### config.mk
export PLATFORM = sky130hd
export DESIGN_NAME = mem_access_stage_flat
export DESIGN_NICKNAME = d
export VERILOG_FILES = /design/src/rtl/mem_access_stage_if.sv /design/src/rtl/mem_access_stage.sv /design/src/flat_wrapper.sv
export SDC_FILE = /design/constraint.sdc
export NUM_CORES = 1
export LEC_CHECK = 0
export ABC_AREA = 1
export BUFFER_PORTS_ARGS = -buffer_cell sky130_fd_sc_hd__buf_2
export CORE_MARGIN = 1.5
export CORE_UTILIZATION = 54
export CTS_BUF_LIST = sky130_fd_sc_hd__clkbuf_4 sky130_fd_sc_hd__clkbuf_8 sky130_fd_sc_hd__clkbuf_16
export DETAILED_ROUTE_END_ITERATION = 8
export PLACE_DENSITY = 0.86
export SYNTH_ARGS = -nofsm -noshare
export SYNTH_HDL_FRONTEND = slang
export SYNTH_SLANG_ARGS = --single-unit
### constraint.sdc
create_clock -name clk -period 4.3 [get_ports clk]
set_input_delay 1.29 -clock clk [delete_from_list [all_inputs] [get_ports clk]]
set_output_delay 1.29 -clock clk [all_outputs]
set_load 0.01 [all_outputs]
### src/rtl/mem_access_stage_if.sv
// Data-memory request/acknowledge bus between the rv32i memory stage (master) and data memory.
interface mem_access_stage_if #(
    parameter int unsigned ADDR_W = 32
);
    logic              req;
    logic              we;
    logic [ADDR_W-1:0] addr;
    logic [31:0]       wdata;
    logic [3:0]        be;
    logic [31:0]       rdata;
    logic              ack;

    modport master (
        output req, we, addr, wdata, be,
        input  rdata, ack
    );

    modport slave (
        input  req, we, addr, wdata, be,
        output rdata, ack
    );
endinterface

### src/rtl/mem_access_stage.sv
// rv32i memory stage: runs loads/stores over a req/ack bus and registers one writeback record
// per instruction. Define MISALIGN_TRAP_EN to trap misaligned accesses instead of truncating.
module mem_access_stage #(
    parameter int unsigned ADDR_W = 32
) (
    input  logic                      clk,
    input  logic                      rst_n,
    input  logic                      ex_valid,
    input  logic [31:0]               ex_alu_out,
    input  logic [31:0]               ex_store_data,
    input  logic [2:0]                ex_funct3,
    input  logic                      ex_mem_read,
    input  logic                      ex_mem_write,
    input  logic [4:0]                ex_rd,
    input  logic                      ex_reg_write,
    output logic                      stall,
    mem_access_stage_if.master        dmem,
    output logic                      wb_valid,
    output logic [4:0]                wb_rd,
    output logic                      wb_reg_write,
    output logic [31:0]               wb_data
`ifdef MISALIGN_TRAP_EN
    ,
    output logic                      misaligned
`endif
);

    localparam logic IDLE = 1'b0;
    localparam logic BUSY = 1'b1;

    logic              state;
    logic              req_q;
    logic              we_q;
    logic [ADDR_W-1:0] addr_q;
    logic [31:0]       wdata_q;
    logic [3:0]        be_q;
    logic [2:0]        funct3_q;
    logic [1:0]        off_q;
    logic [4:0]        rd_q;
    logic              reg_write_q;

    logic        is_mem;
    logic        misalign;
    logic [3:0]  be_d;
    logic [31:0] wdata_d;
    logic [7:0]  byte_sel;
    logic [15:0] half_sel;
    logic [31:0] load_data;

    assign stall      = (state == BUSY);
    assign dmem.req   = req_q;
    assign dmem.we    = we_q;
    assign dmem.addr  = addr_q;
    assign dmem.wdata = wdata_q;
    assign dmem.be    = be_q;

    assign is_mem   = ex_mem_read | ex_mem_write;
    // funct3[1] set means word-sized; otherwise funct3[0] distinguishes half from byte.
    assign misalign = ex_funct3[1] ? (ex_alu_out[1:0] != 2'b00) : (ex_funct3[0] & ex_alu_out[0]);

    always_comb begin
        be_d    = 4'b1111;
        wdata_d = ex_store_data;
        case (ex_funct3[1:0])
            2'b00: begin
                be_d    = 4'b0001 << ex_alu_out[1:0];
                wdata_d = {4{ex_store_data[7:0]}};
            end
            2'b01: begin
                be_d    = 4'b0011 << {ex_alu_out[1], 1'b0};
                wdata_d = {2{ex_store_data[15:0]}};
            end
            default: ;
        endcase
    end

    always_comb begin
        byte_sel = dmem.rdata[{off_q, 3'b000} +: 8];
        half_sel = off_q[1] ? dmem.rdata[31:16] : dmem.rdata[15:0];
        case (funct3_q)
            3'b000:  load_data = {{24{byte_sel[7]}}, byte_sel};
            3'b001:  load_data = {{16{half_sel[15]}}, half_sel};
            3'b100:  load_data = {24'd0, byte_sel};
            3'b101:  load_data = {16'd0, half_sel};
            default: load_data = dmem.rdata;
        endcase
    end

    always_ff @(posedge clk or negedge rst_n) begin
        if (!rst_n) begin
            state        <= IDLE;
            req_q        <= 1'b0;
            we_q         <= 1'b0;
            addr_q       <= '0;
            wdata_q      <= '0;
            be_q         <= '0;
            funct3_q     <= '0;
            off_q        <= '0;
            rd_q         <= '0;
            reg_write_q  <= 1'b0;
            wb_valid     <= 1'b0;
            wb_rd        <= '0;
            wb_reg_write <= 1'b0;
            wb_data      <= '0;
`ifdef MISALIGN_TRAP_EN
            misaligned   <= 1'b0;
`endif
        end else begin
            wb_valid <= 1'b0;
`ifdef MISALIGN_TRAP_EN
            misaligned <= 1'b0;
`endif
            if (state == IDLE) begin
                if (ex_valid) begin
                    if (!is_mem) begin
                        wb_valid     <= 1'b1;
                        wb_rd        <= ex_rd;
                        wb_reg_write <= ex_reg_write & (ex_rd != 5'd0);
                        wb_data      <= ex_alu_out;
                    end
`ifdef MISALIGN_TRAP_EN
                    else if (misalign) begin
                        wb_valid     <= 1'b1;
                        wb_rd        <= ex_rd;
                        wb_reg_write <= 1'b0;
                        wb_data      <= ex_alu_out;
                        misaligned   <= 1'b1;
                    end
`endif
                    else begin
                        // A write flag wins over a read flag.
                        state       <= BUSY;
                        req_q       <= 1'b1;
                        we_q        <= ex_mem_write;
                        addr_q      <= {ex_alu_out[ADDR_W-1:2], 2'b00};
                        wdata_q     <= wdata_d;
                        be_q        <= ex_mem_write ? be_d : 4'b0000;
                        funct3_q    <= ex_funct3;
                        off_q       <= ex_alu_out[1:0];
                        rd_q        <= ex_rd;
                        reg_write_q <= ex_reg_write & (ex_rd != 5'd0) & ~ex_mem_write;
                    end
                end
            end else if (dmem.ack) begin
                state        <= IDLE;
                req_q        <= 1'b0;
                wb_valid     <= 1'b1;
                wb_rd        <= rd_q;
                wb_reg_write <= reg_write_q;
                if (!we_q) begin
                    wb_data <= load_data;
                end
            end
        end
    end

`ifndef MISALIGN_TRAP_EN
    logic unused_misalign;
    assign unused_misalign = misalign;
`endif

endmodule
### src/flat_wrapper.sv
// flat-port wrapper written by rule: the top's interface ports become plain ports
module mem_access_stage_flat 
#(
    parameter int unsigned ADDR_W = 32
)
  (clk, rst_n, ex_valid, ex_alu_out, ex_store_data, ex_funct3, ex_mem_read, ex_mem_write, ex_rd, ex_reg_write, stall, wb_valid, wb_rd, wb_reg_write, wb_data, dmem_req, dmem_we, dmem_addr, dmem_wdata, dmem_be, dmem_rdata, dmem_ack);
  mem_access_stage_if #(.ADDR_W(ADDR_W)) dmem_i ();
  input  logic clk;
  input  logic rst_n;
  input  logic ex_valid;
  input  logic [31:0] ex_alu_out;
  input  logic [31:0] ex_store_data;
  input  logic [2:0] ex_funct3;
  input  logic ex_mem_read;
  input  logic ex_mem_write;
  input  logic [4:0] ex_rd;
  input  logic ex_reg_write;
  output logic stall;
  output logic wb_valid;
  output logic [4:0] wb_rd;
  output logic wb_reg_write;
  output logic [31:0] wb_data;
  output wire logic [$bits(dmem_i.req)-1:0] dmem_req;
  output wire logic [$bits(dmem_i.we)-1:0] dmem_we;
  output wire logic [$bits(dmem_i.addr)-1:0] dmem_addr;
  output wire logic [$bits(dmem_i.wdata)-1:0] dmem_wdata;
  output wire logic [$bits(dmem_i.be)-1:0] dmem_be;
  input wire logic [$bits(dmem_i.rdata)-1:0] dmem_rdata;
  input wire logic [$bits(dmem_i.ack)-1:0] dmem_ack;
  assign dmem_req = dmem_i.req;
  assign dmem_we = dmem_i.we;
  assign dmem_addr = dmem_i.addr;
  assign dmem_wdata = dmem_i.wdata;
  assign dmem_be = dmem_i.be;
  assign dmem_i.rdata = dmem_rdata;
  assign dmem_i.ack = dmem_ack;
  mem_access_stage #(.ADDR_W(ADDR_W)) u_core (.clk(clk), .rst_n(rst_n), .ex_valid(ex_valid), .ex_alu_out(ex_alu_out), .ex_store_data(ex_store_data), .ex_funct3(ex_funct3), .ex_mem_read(ex_mem_read), .ex_mem_write(ex_mem_write), .ex_rd(ex_rd), .ex_reg_write(ex_reg_write), .stall(stall), .dmem(dmem_i), .wb_valid(wb_valid), .wb_rd(wb_rd), .wb_reg_write(wb_reg_write), .wb_data(wb_data));
endmodule
==> results of run 1 <==
## final timing paths
check	start	to
setup / recovery	u_core.stall	stall
hold / removal	u_core.dmem.wdata[7]	u_core.dmem.wdata[7]
setup reg to reg	u_core.stall	u_core.wb_data[25]
hold reg to reg	u_core.dmem.wdata[7]	u_core.dmem.wdata[7]
max in group asynchronous	rst_n	u_core.dmem.addr[25]
min in group asynchronous	rst_n	u_core.wb_data[0]
## cells in the final DEF, fill, tap and decap left out, drive strengths merged, types with 14 or more instances in the layout
cell type / instances
clkbuf: 17
nor2: 72
inv: 91
o21ai: 78
buf: 226
dfrtp: 119
a31oi: 14
nand2: 276
nand3: 29
a21oi: 87
## registers in the layout, summed over array words and instances (netlist names)
signal / flops
u_core.dmem.wdata: 32
u_core.funct3_q: 3
u_core.stall: 1
u_core.reg_write_q: 1
u_core.dmem.addr: 30
u_core.wb_rd: 5
u_core.dmem.we: 1
u_core.dmem.req: 1
u_core.rd_q: 5
u_core.wb_data: 32
u_core.dmem.be: 4
u_core.wb_reg_write: 1
u_core.off_q: 2
u_core.wb_valid: 1
## layer usage
layer	vias up	part of all wire [%]	track usage (%)	routed length, um
li1	2987	-	-	-
met4	0	2.9	13.6	507
met5	-	0	0	0
met2	308	47	48.0	8180
met1	2826	42	39.7	7290
met3	40	8.0	5.98	1390
## per-stage QoR
stage	worst slack [ns]	cell area, um^2	std cells
after floorplan	2.19	6050	823
after detailed placement	1.47	7120	1138
after global placement	1.56	7120	1138
after CTS	1.64	7680	1170
after global routing	1.38	7680	1170
final	1.65	7680	1170
## power groups by stage
stage / Clock [mW] / Sequential [mW] / Combinational, mW
CTS: 1.34 / 1.64 / 1.30
global route: 1.40 / 1.68 / 1.47
floorplan: 0 / 1.75 / 0.668
detailed placement: 0 / 1.65 / 1.29
finish: 1.33 / 1.65 / 1.30
global placement: 0 / 1.65 / 1.26
## tightest hold or removal path, cell delays in order, from the launching register on
cell     delay (ns)
dfrtp_1        0.34
nand2_1        0.05
nand2_1        0.05
## cell families (layout without fill, tap and decap cells)
| family | Yosys count | after routing | synth area share (%) |
|---|---|---|---|
| simple gates | 379 | 379 | 24.5 |
| buf+inv | 137 | 344 | 9.73 |
| compound gates | 186 | 186 | 16.4 |
| other cells | 1 | 2 | 0.0621 |
| flops | 119 | 119 | 49.3 |
## final cells by class
cell class	instances	area, um^2	share of cell area, %
Timing Repair Buffer	226	1170	15.2
Multi-Input combinational cell	567	2480	32.3
Clock buffer	17	414	5.39
Sequential cell	119	2980	38.8
Clock inverter	15	143	1.86
Tap cell	140	175	2.28
Inverter	86	324	4.22
## synthesized netlist by cell type, types with 2 or more instances
cell and count:
nand3_1 28, inv_1 82, clkbuf_1 16, a21oi_2 4, buf_4 8, o21ai_1 10
a31oi_1 14, buf_1 2, dfrtp_1 119, buf_2 23, o21ai_0 67, a21boi_1 7
nand2_1 272, buf_6 2, a21oi_1 83, inv_2 4, nor2_1 71, nand2_2 4
==> flow_metrics.tcl, run 1 <==
set metrics [dict create \
    outcome "completed" \
    routedWlPerCell_um 14.8 \
    synthFlopType "dfrtp_1" \
    yosysSeqAreaShare_pct 49.3 \
    yosys.area.top_type "dfrtp_1" \
    post_cts_resized 0 \
    cts_root_buf "clkbuf_8" \
    io_pins 221 \
    postCtsHoldBufs 0 \
    fmax_ghz 0.377 \
    critical_path_arrival_ns 1.36 \
    endpoint_kind "output pin" \
    worst_path_largest_cell_delay_ns 0.35 \
    p_comb_share_pct 30.4 \
    reg2reg_depth 8 \
    vias 6161 \
    fin_hold_ws_ns 0.467 \
    synth-seq-cells 119 \
    fillers 920 \
    synth_cells 822 \
    start_util_pct 55.5 \
    cts_buffer_depth 2 \
    area_growth_pct 27.1 \
    port_buffers 218 \
    finalCritPeriodShare_pct 61.7 \
    relSlewSlack_pct 31.9 \
    worstPathCellList "buf_4, buf_2" \
    cp.depth 2 \
    seq_power_share_pct 38.5 \
    gp_congestion 0.942 \
    critPathKind "reg -> out" \
    rows 38 \
    htreeDepth 4 \
    p_leak_nw 4.29 \
    cap_violations 0 \
    critical_path.top_delay_family "buffers and inverters" \
    wl_mm 17.4 \
    via_per_inst 5.27 \
    peakVddDrop_mv 0.291 \
    drc 0 \
    numCtsBuffers 17 \
    yosys_warnings 0 \
    clock_skew_ns 0.00749 \
    critical_path.slowest_cell "dfrtp_1" \
    grt_pass1_vias 5523 \
    synth_area_leaders "dfrtp_1 49%, nand2_1 17%, a21oi_1 6.9%" \
    switching_share_pct 36.6 \
    crit_buf_inv 2 \
    dpl.hpwl_mm 12.3 \
    clk_pin_slew_ns 0.06 \
    die_area_mm2 0.0118 \
    finalCriticalPeriod_ns 2.65 \
    path_max_fanout 24 \
    power.internal_mw 2.71 \
    power_switching_mw 1.56 \
    synth.avg_cell_area_um2 7.35 \
    power_density_mw_per_mm2 557 \
    clk_latency_ns 0.51 \
    final_util_pct 70.5 \
    hp-class "reg -> reg" \
    drt_iter0_drc 487 \
    whs_path_depth 2 \
    core_area_mm2 0.0109 \
    drive_gt1_share_pct 26.5 \
    hold_viol 0 \
    cts_tree "built" \
    synth_cell_types 24 \
    total_power_mw 4.27 \
    postRouteAntennaNets 0 \
    post_cts.repair.setup_buffers 0 \
    cts.sink_count 119 \
    n_antenna_cell 0 \
    grt_pass1_wl_mm 27.3 \
    setup_viol 0 \
    synth_top_area_share_pct 49.3 \
    fin_tns_setup_ns 0 \
    crit_path_start_kind "register" \
    synth_edf_count 0 \
    rsz0062_at_grt "no" \
    grt_use_total_pct 30.1 \
    nets 1128 \
    grt_max_degree 65 \
    slew_viol_final 0 \
    grt_overflow 0 \
    fp.dieW_um 109 \
    pwr-share-clk_pct 31.0 \
    worst_pin_slew_ns 1.02 \
    cp.required_ns 3.01 \
    dr.pass1.iters 5 \
    synth_area_mm2 0.00604 \
    r2r_slack_ns 1.68 \
    async_reset_ff_share_pct 100 \
    antenna_found_initial 0 \
    die_h_um 109 \
]
No activity file was read; power rests on OpenSTA's default activity.
==> run 2: changes to the inputs <==
- CORE_UTILIZATION: 54 -> 50
- PLACE_DENSITY: 0.86 -> 0.81
- clock period: 4.3 -> 2.5 ns (I/O delays scaled with it)
==> run 2 against run 1 <==
Register-to-register slack lost 1.1 ns. Clock skew up 0.0013 ns. Global-route usage down 2.2 points. First-iteration DRC count shrank 20%. Worst setup slack worse by 1.2 ns. Hold slack worse by 0.12 ns. Total power increased by 75%. Via count is 0.89% lower. Critical path type unchanged. Highest routed layer unchanged.
==> flow_metrics.tcl, run 2 (same netlist as run 1, synthesis figures left out) <==
set metrics [dict create \
    grt_pass1_vias 5729 \
    core_area_mm2 0.0116 \
    reg2reg_depth 5 \
    r2r_slack_ns 0.55 \
    layout_setup_ws_ns 0.465 \
    fin_tns_setup_ns 0 \
    routedWlPerCell_um 14.7 \
    fin_hold_ws_ns 0.347 \
    power.internal_mw 4.91 \
    crit_end "stall" \
    cts_tree "built" \
    drive_gt1_share_pct 27.0 \
    critical_path_arrival_ns 1.28 \
    pwr-share-clk_pct 31.8 \
    worst_path_largest_cell_delay_ns 0.38 \
    outcome "completed" \
    area_growth_pct 29.2 \
    fp.dieW_um 113 \
    peakVddDrop_mv 0.463 \
    via_per_inst 5.17 \
    clk_latency_ns 0.40 \
    clk_pin_slew_ns 0.05 \
    grt_use_total_pct 27.9 \
    final_cell_mix "272 x nand2_1, 217 x buf_2, 119 x dfrtp_1" \
    drc 0 \
    cp.required_ns 1.75 \
    hold_viol 0 \
    cts.sink_count 119 \
    n_antenna_cell 0 \
    switching_share_pct 34.4 \
    setup_viol 0 \
    endpoint_kind "output pin" \
    postCtsHoldBufs 0 \
    wl_mm 17.3 \
    rows 39 \
    cts_buffer_depth 2 \
    power_density_mw_per_mm2 958 \
    seq_power_share_pct 37.2 \
    antenna_found_initial 0 \
    path_max_fanout 23 \
    finalCriticalPeriod_ns 2.03 \
    p_comb_share_pct 30.9 \
    worstPathCellList "buf_4, buf_2" \
    vias 6106 \
    final_common_cell "nand2_1" \
    dr.pass1.iters 5 \
    grt_max_degree 56 \
    dp_slack_ns 0.319 \
    die_h_um 113 \
    finalCritPeriodShare_pct 81.4 \
    gp_congestion 0.893 \
    postRouteAntennaNets 0 \
    critPathKind "reg -> out" \
    post_cts_resized 0 \
    cts_root_buf "clkbuf_16" \
    relSlewSlack_pct 34.7 \
    final_util_pct 67.2 \
    die_area_mm2 0.0128 \
    port_buffers 218 \
    rsz0062_at_grt "no" \
    clock_skew_ns 0.00881 \
    fmax_ghz 0.491 \
    numCtsBuffers 17 \
    power_switching_mw 2.57 \
    cp-startpoint "u_core.stall" \
    io_pins 221 \
    crit_path_start_kind "register" \
    critical_path.slowest_cell "dfrtp_1" \
    htreeDepth 4 \
    r2r-start "u_core.stall" \
    cap_violations 0 \
    grt_pass1_wl_mm 28.2 \
    hp-class "in -> async" \
    slew_viol_final 0 \
    r2r_end "u_core.wb_data[0]" \
    dpl.hpwl_mm 12.5 \
    p_leak_nw 4.37 \
    start_util_pct 52.0 \
    post_cts.repair.setup_buffers 0 \
    nets 1136 \
    grt_overflow 0 \
    worst_pin_slew_ns 0.976 \
    drt_iter0_drc 388 \
]
[run 2: cell types whose count changed in the layout (fill, tap and decap cells not counted), sizes merged]
cell,change
inv,-6
buf,+8
clkbuf,+5
bufinv,+1
clkinvlp,-3
clkinv,+2
[run 2: worst max-delay path: cells and delay by family, from the launching register on]
kind	cells	cell delay [ns]
flops	1	0.38
buf+inv	2	0.49
[run 2: worst min path at each step]
stage	startpoint	endpoint	slack, ns	cells after the start
2_1_floorplan	u_core.rd_q[2]	u_core.rd_q[2]	0.44	2
3_3_place_gp	u_core.dmem.wdata[2]	u_core.dmem.wdata[2]	0.45	2
3_5_place_dp	u_core.dmem.wdata[7]	u_core.dmem.wdata[7]	0.46	2
4_1_cts	rst_n	u_core.wb_data[28]	0.36	1
5_1_grt	rst_n	u_core.wb_data[29]	0.38	1
6_report	rst_n	u_core.wb_data[28]	0.35	1
[run 2: area by class of cell]
cell class / count / area (um^2)
sequential: 119 / 2980
tap: 143 / 179
timing repair buffer: 234 / 1260
fill: 1021 / 3810
clock buffer: 22 / 482
inverter: 86 / 324
multi-input combinational: 567 / 2480
clock inverter: 9 / 100
[run 2: per-stage QoR]
step	cell area [um^2]	instances	power (mW)
after floorplan	6050	823	4.15
after global placement	7220	1149	5.04
after detailed placement	7220	1149	5.10
after CTS	7810	1180	7.51
after global routing	7810	1180	7.95
final	7810	1180	7.48
[run 2: layer usage]
metal	global-route usage [%]	wire length [um]	vias up
met5	0	0	-
met4	10.4	398	0
met3	5.30	1160	31
met2	45.9	8250	270
met1	37.0	7510	2804
li1	-	-	3001
[run 2: power by group through the flow]
stage	sequential, mW	combinational, mW	clock, mW
floorplan	3.00	1.15	0
global placement	2.80	2.25	0
detailed placement	2.79	2.31	0
CTS	2.78	2.32	2.41
global route	2.85	2.59	2.51
finish	2.79	2.31	2.38
==> run 3: changes to the inputs <==
- CORE_UTILIZATION: 50 -> 45
- PLACE_DENSITY: 0.81 -> 0.77
- clock period: 2.5 -> 1.8 ns (I/O delays scaled with it)
==> run 3 against run 2 <==
Worst setup slack worse by 0.39 ns. Design area is 2.5% higher. Register-to-register slack worse by 0.39 ns.
==> flow_metrics.tcl, run 3 (same netlist as run 1, synthesis figures left out) <==
set metrics [dict create \
    postRouteAntennaNets 0 \
    outcome "completed" \
    grt_max_degree 54 \
    io_pins 221 \
    cap_violations 0 \
    via_per_inst 4.99 \
    r2r_end "u_core.wb_data[16]" \
    cts_buffer_depth 2 \
    final_cell_mix "272 x nand2_1, 217 x buf_2, 119 x dfrtp_1" \
    fmax_ghz 0.578 \
    die_h_um 119 \
    gp_congestion 0.883 \
    grt_overflow 0 \
    routedWlPerCell_um 14.8 \
    worstPathCellList "buf_8, buf_2" \
    endpoint_kind "output pin" \
    hold_viol 0 \
    numCtsBuffers 17 \
    cp.required_ns 1.26 \
    grt_pass1_wl_mm 29.5 \
    grt_pass1_vias 5865 \
    clock_skew_ns 0.00895 \
    p_leak_nw 4.44 \
    rsz0062_at_grt "no" \
    worst_pin_slew_ns 0.633 \
    drive_gt1_share_pct 27.6 \
    path_max_fanout 23 \
    grt_use_total_pct 26.7 \
    postCtsHoldBufs 0 \
    antenna_found_initial 1 \
    core_area_mm2 0.0132 \
    hp-class "in -> async" \
    placed_cell_area_mm2 0.00734 \
    final_common_cell "nand2_1" \
    critical_path.top_delay_family "flip-flops" \
    dr.pass1.iters 7 \
    crit_path_start_kind "register" \
    relSlewSlack_pct 57.8 \
    slew_viol_final 0 \
    r2r_slack_ns 0.16 \
    cts_root_buf "clkbuf_16" \
    critical_path.slowest_cell "dfrtp_1" \
    fin_hold_ws_ns 0.0297 \
    fin_tns_setup_ns 0 \
    start_util_pct 45.8 \
    htreeDepth 4 \
    die_area_mm2 0.0141 \
    fp.dieW_um 119 \
    clk_latency_ns 0.42 \
    wl_mm 18.1 \
    power_density_mw_per_mm2 1360 \
    cts.sink_count 119 \
    drc 0 \
    dpl.hpwl_mm 13.0 \
    cp-startpoint "u_core.stall" \
    port_buffers 218 \
    critPathKind "reg -> out" \
    reg2reg_depth 8 \
    post_cts.repair.setup_buffers 0 \
    clk_pin_slew_ns 0.06 \
    critical_path_arrival_ns 1.19 \
    rows 42 \
    final_util_pct 60.7 \
    r2r-start "u_core.stall" \
    crit_buf_inv 2 \
    drt_iter0_drc 451 \
    peakVddDrop_mv 0.629 \
    vias 6097 \
    post-route-cell-area_mm2 0.00801 \
    finalCriticalPeriod_ns 1.73 \
    finalCritPeriodShare_pct 96.1 \
    cts_tree "built" \
    setup_viol 0 \
    worst_path_largest_cell_delay_ns 0.40 \
    area_growth_pct 32.5 \
    nets 1143 \
]
run 3: cell types whose count changed in the layout (fill, tap and decap cells not counted), moves of 2 or more:
| cell | before | now |
|---|---|---|
| clkinv_4 | 0 | 2 |
| clkbuf_4 | 2 | 0 |
| clkinv_2 | 6 | 3 |
| buf_4 | 13 | 16 |
| bufinv_16 | 2 | 4 |
| buf_12 | 4 | 6 |
run 3: per-stage QoR:
stage | setup slack, ns | power, mW | instances
6_report | 0.0706 | 10.9 | 1222
5_1_grt | 0.0147 | 11.6 | 1221
4_1_cts | 0.0220 | 10.9 | 1220
3_5_place_dp | 0.0586 | 7.15 | 1188
3_3_place_gp | 0.0946 | 7.09 | 1188
2_1_floorplan | 0.416 | 5.77 | 823
run 3: metal layers:
layer	track usage, %	vias up	share of wire, %	wire length [um]
met2	42.2	283	46	8380
met5	0	-	0	0
li1	-	3010	-	-
met1	34.5	2773	43	7750
met4	11.7	0	2.7	482
met3	7.42	31	8.3	1510
run 3: power breakdown:
part           leakage, nW  switching (mW)  internal (mW)
clock network        0.311            1.23           2.46
logic                 2.69            2.00           1.29
registers             1.44           0.445           3.42
total                 4.44            3.68           7.18
run 3: layout make-up:
type | instances | area (um^2)
diodes | 1 | 2.50
clock buffers | 21 | 480
clock inverters | 11 | 170
fillers | 1218 | 5180
inverters | 86 | 324
multi-input cells | 568 | 2490
flip-flops and latches | 119 | 2980
well taps | 176 | 220
repair buffers | 240 | 1340
run 3: worst max-delay path by stage:
stage                            to  slack (ns)  cells past startpoint
2_1_floorplan  u_core.dmem.addr[24]        0.42                      8
3_3_place_gp     u_core.wb_data[24]        0.09                      6
3_5_place_dp     u_core.wb_data[18]        0.06                      9
4_1_cts                       stall        0.02                      2
5_1_grt                       stall        0.01                      2
6_report                      stall        0.07                      2
run 3: repair_timing:
action / 4_1_cts / 5_1_grt
pin swaps: 0 / 1
setup endpoints to repair: 1 / 17
gates cloned: 0 / 1
resized for setup: 1 / 1
